### config.mk
export PLATFORM = sky130hd
export DESIGN_NAME = monitor_scheduler
export DESIGN_NICKNAME = d
export VERILOG_FILES = /design/src/rtl/monitor_scheduler.sv
export SDC_FILE = /design/constraint.sdc
export NUM_CORES = 1
export LEC_CHECK = 0
export CORE_MARGIN = 8
export CORE_UTILIZATION = 55
export CTS_CLUSTER_SIZE = 25
export DETAILED_ROUTE_END_ITERATION = 8
export PLACE_DENSITY = 0.74
export RECOVER_POWER = 25
export SYNTH_ARGS = -nofsm -noshare
export SYNTH_HDL_FRONTEND = slang
export SYNTH_SLANG_ARGS = --single-unit
### constraint.sdc
create_clock -name clk -period 5.2 [get_ports clk]
set_input_delay 0.52 -clock clk [delete_from_list [all_inputs] [get_ports clk]]
set_output_delay 0.52 -clock clk [all_outputs]
set_load 0.05 [all_outputs]
### src/rtl/monitor_scheduler.sv
// -----------------------------------------------------------------------------
// monitor_scheduler
//
// Stream-monitor scheduler. Input-stream events and periodic ticks are
// time-stamped and queued; a small FSM pops one entry at a time and issues the
// evaluate (pacing) and window-slide strobes for it:
//   IDLE -> POP -> L0 [-> L1] -> IDLE
// L0 serves the event streams and the sliding windows. L1 serves the periodic
// output stream and is visited only for entries that carry a tick.
//
// Build option:
//   SCHED_DROP_COUNT_EN  defined   : drop_cnt counts dropped entries, saturating
//                        undefined : drop_cnt is tied to zero
//
// Parameters:
//   PERIOD  clock cycles between periodic ticks (2..65535)
//   QDEPTH  event-queue depth, power of two (2..16)
//
// Ports:
//   clk           clock, rising edge
//   rst           asynchronous active-low reset; release is synchronised here
//   en            global enable; when low all state holds and strobes read 0
//   new_input     per-input-stream event strobes
//   q_push        push attempt (event or tick this cycle)
//   q_push_valid  push accepted (queue not full)
//   q_pop         entry popped from the queue
//   q_pop_valid   popped entry is valid
//   pacing        evaluate strobes, output streams 0..3
//   slide         window-slide strobes, windows 0..2
//   busy          FSM is not IDLE
//   ev_time       timestamp of the entry being evaluated
//   overflow      sticky: an entry has been dropped
//   drop_cnt      dropped-entry counter
// -----------------------------------------------------------------------------
module monitor_scheduler #(
  parameter int PERIOD = 1000,
  parameter int QDEPTH = 4
) (
  input  logic        clk,
  input  logic        rst,
  input  logic        en,
  input  logic [2:0]  new_input,
  output logic        q_push,
  output logic        q_pop,
  output logic        q_push_valid,
  output logic        q_pop_valid,
  output logic [3:0]  pacing,
  output logic [2:0]  slide,
  output logic        busy,
  output logic [63:0] ev_time,
  output logic        overflow,
  output logic [15:0] drop_cnt
);

  localparam int AW = $clog2(QDEPTH);
  localparam int TW = $clog2(PERIOD);

  typedef enum logic [1:0] {IDLE, POP, L0, L1} state_t;

  // kind[0] = event, kind[1] = periodic
  typedef struct packed {
    logic [1:0]  kind;
    logic [2:0]  mask;
    logic [63:0] t;
  } entry_t;

  // Reset assertion is immediate; release takes two edges, and nothing advances
  // until the synchroniser output is high.
  logic [1:0] rst_sync;
  always_ff @(posedge clk or negedge rst) begin
    if (!rst) rst_sync <= '0;
    else      rst_sync <= {rst_sync[0], 1'b1};
  end

  logic active;
  assign active = en & rst_sync[1];

  // ---------------------------------------------------------------------------
  // Time base and tick generator
  // ---------------------------------------------------------------------------
  logic [63:0]   time_cnt;
  logic [TW-1:0] tick_cnt;
  logic          tick;

  assign tick = active && (tick_cnt == TW'(PERIOD - 1));

  // NOTE: sequential state uses non-blocking assignments so every flop samples
  // the pre-edge values, independent of block ordering.
  always_ff @(posedge clk or negedge rst) begin
    if (!rst) begin
      time_cnt <= '0;
      tick_cnt <= '0;
    end else if (active) begin
      time_cnt <= time_cnt + 64'd1;
      tick_cnt <= tick ? '0 : tick_cnt + 1'b1;
    end
  end

  // ---------------------------------------------------------------------------
  // Event queue
  // ---------------------------------------------------------------------------
  entry_t        mem [QDEPTH];
  logic [AW:0]   wr_ptr, rd_ptr;
  logic          empty, full, drop;
  entry_t        new_entry;
  state_t        state;

  assign empty = (wr_ptr == rd_ptr);
  assign full  = (wr_ptr[AW] != rd_ptr[AW]) && (wr_ptr[AW-1:0] == rd_ptr[AW-1:0]);

  // A coincident event and tick share one entry.
  assign new_entry    = '{kind: {tick, |new_input}, mask: new_input, t: time_cnt};
  assign q_push       = active && ((|new_input) || tick);
  // Fullness is judged before any same-cycle pop frees a slot.
  assign q_push_valid = q_push && !full;
  assign drop         = q_push && full;
  assign q_pop        = active && (state == POP);
  assign q_pop_valid  = q_pop && !empty;

  // NOTE: the storage array has no reset; only the pointers define which
  // entries are live, so clearing the contents would add logic for nothing.
  always_ff @(posedge clk) begin
    if (q_push_valid) mem[wr_ptr[AW-1:0]] <= new_entry;
  end

  always_ff @(posedge clk or negedge rst) begin
    if (!rst) begin
      wr_ptr <= '0;
      rd_ptr <= '0;
    end else begin
      if (q_push_valid) wr_ptr <= wr_ptr + 1'b1;
      if (q_pop_valid)  rd_ptr <= rd_ptr + 1'b1;
    end
  end

  // ---------------------------------------------------------------------------
  // Evaluation FSM
  // ---------------------------------------------------------------------------
  logic [1:0] cur_kind;
  logic [2:0] cur_mask;

  always_ff @(posedge clk or negedge rst) begin
    if (!rst) begin
      state    <= IDLE;
      cur_kind <= '0;
      cur_mask <= '0;
      ev_time  <= '0;
    end else if (active) begin
      case (state)
        // Looking at this cycle's accepted push gives POP one cycle after it.
        IDLE: if (!empty || q_push_valid) state <= POP;
        POP: begin
          cur_kind <= mem[rd_ptr[AW-1:0]].kind;
          cur_mask <= mem[rd_ptr[AW-1:0]].mask;
          ev_time  <= mem[rd_ptr[AW-1:0]].t;
          state    <= L0;
        end
        L0:      state <= cur_kind[1] ? L1 : IDLE;
        default: state <= IDLE;
      endcase
    end
  end

  assign busy = (state != IDLE);

  // Strobes decode the registered state; gating with active keeps them at zero
  // while frozen so a held strobe is issued once, on resume.
  // NOTE: every output of this block gets a default first, so no latch forms.
  always_comb begin
    pacing = '0;
    slide  = '0;
    if (active) begin
      case (state)
        L0: begin
          pacing[2:0] = cur_kind[0] ? cur_mask : 3'b000;
          slide       = cur_kind[1] ? 3'b111 : 3'b000;
        end
        L1:      pacing[3] = 1'b1;
        default: ;
      endcase
    end
  end

  // ---------------------------------------------------------------------------
  // Drop reporting
  // ---------------------------------------------------------------------------
  always_ff @(posedge clk or negedge rst) begin
    if (!rst)      overflow <= 1'b0;
    else if (drop) overflow <= 1'b1;
  end

`ifdef SCHED_DROP_COUNT_EN
  always_ff @(posedge clk or negedge rst) begin
    if (!rst)                              drop_cnt <= '0;
    else if (drop && drop_cnt != 16'hFFFF) drop_cnt <= drop_cnt + 16'd1;
  end
`else
  assign drop_cnt = '0;
`endif

endmodule

==> metrics.txt <==
Ys Warns=0; RSZ-0062 raised after global routing=false; post-synthesis cell count=925; GR Util All Layers=0.174; Seq/Total Area, Yosys=0.723; first-pass GRT wire length=49,600 µm; Die Wd=191 µm; final design area excluding fillers=0.0196 mm²; routed wire length=31,100 µm; max capacitance violation total=0; Clk network pwr share=0.315; Post-layout nets=1,047; DRC viols=0; Worst Reg-to-Reg Cells=6; synth unique cells=44; TritonCTS Sinks=430; Worst R2R End=mem[2][20]; DR vias=8,292; # IOs=99; GR Overflow Total=0; status=completed; Net Sw Power=3.27 mW; Yosys reg bits=430; Area Overhead vs Synth=16.9%; I/O Buffers=82; Post-synth EDFFs=276; Yosys top cell area share=0.494; top cells by area, synth=edfxtp_1, dfrtp_1, mux4_2, mux2_2, xor2_1; setup repair bufs after CTS=0; wire per inst=21.2 µm; Peak Freq=270 MHz; relative slew slack=0.380; internal power contribution=7.49 mW; Required @ worst endpoint=4.68 ns; row count=64; crit path max fanout=12; Initial Util=0.553; syn_area_per_cell=18.2 µm²; Reg clk slew, reported paths=0.06 ns; WS Path Type=flip-flop to primary output; Clock H-tree levels=2; Flop pwr share=0.423; CP arrival=3.19 ns; TritonCTS clock tree=done; Tightest Pin Transition=0.930 ns; die area=0.0364 mm²; pwr dens=548 mW/mm²; CTS buffer count=42; most common cell in the netlist=edfxtp_1; layout cells sized above 1=0.235; core footprint=0.0303 mm²; Clock Latency Late Sink=0.52 ns; startpoint types=flip-flop; post_cts resized=0; Iter 0 DRT Violations=577; maximum vdd ir drop=0.271 mV; leading cell types by count after synthesis=edfxtp_1, dfrtp_1, mux2_2; vias in the first global route=8,767; dpl cell area=0.0180 mm²; final setup vio count=0; Die Ht=191 µm; Final HPWL DP=18,600 µm; Routability Congestion=0.764; clock buffer depth=3; FF-to-FF setup slack=2.06 ns; final setup TNS=0 ns; ys flop type=edfxtp_1; Synth area leader=edfxtp_1; Post-Syn Area=0.0168 mm²; Root Buffer=clkbuf_16; number of fill cells=2,037; HP Class=input port to async pin; worst reg2reg path startpoint=tick_cnt[0]; sw frac=0.304; Period minus WS final=3.71 ns; ANT nets after route=0; post-synthesis async set-or-reset flop share=0.358; Final Skew=0.0130 ns; largest net degree at the start of global routing=70; diodes inserted=0; Setup crit end kind=primary output; max-slew violations=0; combinational power share=0.261; initial antenna violation count=0; Hold Vio Cnt, Final=0; vias per cell=5.66; ratio of final minimum period to clock period=0.713; iteration count of the initial detailed-routing pass=4; Hold Buf Count CTS=0; leak pwr=7.31 nW
## flip-flops by register name, summed over array words and instances, names as in the netlist
signal and count:
cur_mask 3, time_cnt 64, rst_sync 2, overflow 1, state 2, ev_time 64, mem 276, tick_cnt 10
cur_kind 2, wr_ptr 3, rd_ptr 3
## power groups by stage
stage,Sequential [mW],Clock [mW],Combinational [mW]
after global placement,4.61,0,2.84
after detailed placement,4.63,0,2.85
final,4.55,3.39,2.81
after global routing,4.63,3.58,2.96
after CTS,4.56,3.45,2.87
after floorplan,5.25,0,1.32
## stage by stage
step           power, mW  cells   util  worst slack, ns  hold WS, ns
6_report            10.8   1464  0.647             1.49      0.00707
5_1_grt             11.2   1464  0.647             1.28       0.0503
4_1_cts             10.9   1464  0.647             1.43       0.0218
3_5_place_dp        7.48   1386  0.594             1.51        0.341
3_3_place_gp        7.44   1386  0.594             1.53        0.335
2_1_floorplan       6.57    940      -             1.39        0.224
## placed cells by master, fill, tap and decap left out, types with 7 or more instances in the layout
| master | n |
|---|---|
| edfxtp_1 | 276 |
| dfrtp_1 | 152 |
| clkdlybuf4s50_1 | 81 |
| mux2_2 | 70 |
| mux4_2 | 69 |
| clkbuf_16 | 45 |
| nand2_1 | 40 |
| xor2_1 | 39 |
| xnor2_1 | 36 |
| nor2_1 | 30 |
| nand3_1 | 25 |
| nand4_1 | 23 |
| nor3_1 | 22 |
| inv_1 | 18 |
| conb_1 | 17 |
| buf_4 | 14 |
| bufinv_16 | 11 |
| o21ai_0 | 7 |
| ha_1 | 7 |
| clkinv_2 | 7 |
## how the worst max path moves through the flow
stage | start | end | slack, ns | cells after the start
2_1_floorplan | tick_cnt[0] | mem[3][0] | 1.39 | 5
3_3_place_gp | en | q_push_valid | 1.53 | 5
3_5_place_dp | en | q_push_valid | 1.51 | 5
4_1_cts | tick_cnt[0] | q_push_valid | 1.43 | 5
5_1_grt | tick_cnt[0] | q_push_valid | 1.28 | 5
6_report | tick_cnt[0] | q_push_valid | 1.49 | 5
## layer usage
metal / vias up / track usage / routed length (µm)
met4: 0 / 0.0486 / 675
met5: - / 0 / 0
met2: 201 / 0.280 / 15000
met1: 4322 / 0.245 / 14000
li1: 3719 / - / -
met3: 50 / 0.0278 / 1360
## critical path, cell delays in order (launching register included)
cell and delay, ns:
dfrtp_1 0.38, ha_1 0.20, nand4_1 0.17, nor4_4 0.66
o211a_2 0.38, clkdlybuf4s50_1 0.86
## layout make-up
class | instances | area (µm²) | area share
Multi-Input combinational cell | 445 | 4380 | 0.223
Tap cell | 396 | 495 | 0.0253
Sequential cell | 430 | 12100 | 0.619
Timing Repair Buffer | 97 | 947 | 0.0483
Inverter | 18 | 67.6 | 0.00344
Clock buffer | 52 | 1180 | 0.0603
Clock inverter | 26 | 403 | 0.0205
## logic make-up (layout without fill, tap and decap cells)
group,count (synthesis),count (layout),synth area share
AOI/OAI and AO/OA,16,16,0.00619
DFF,430,430,0.723
buffers and inverters,65,193,0.0196
other,2,17,0.000447
and+or+nand+nor,191,191,0.0668
muxes,139,139,0.140
xor gates and xnor gates,75,75,0.0391
adders and majority gates,7,7,0.00522
Power figures use the tool's default switching activity.
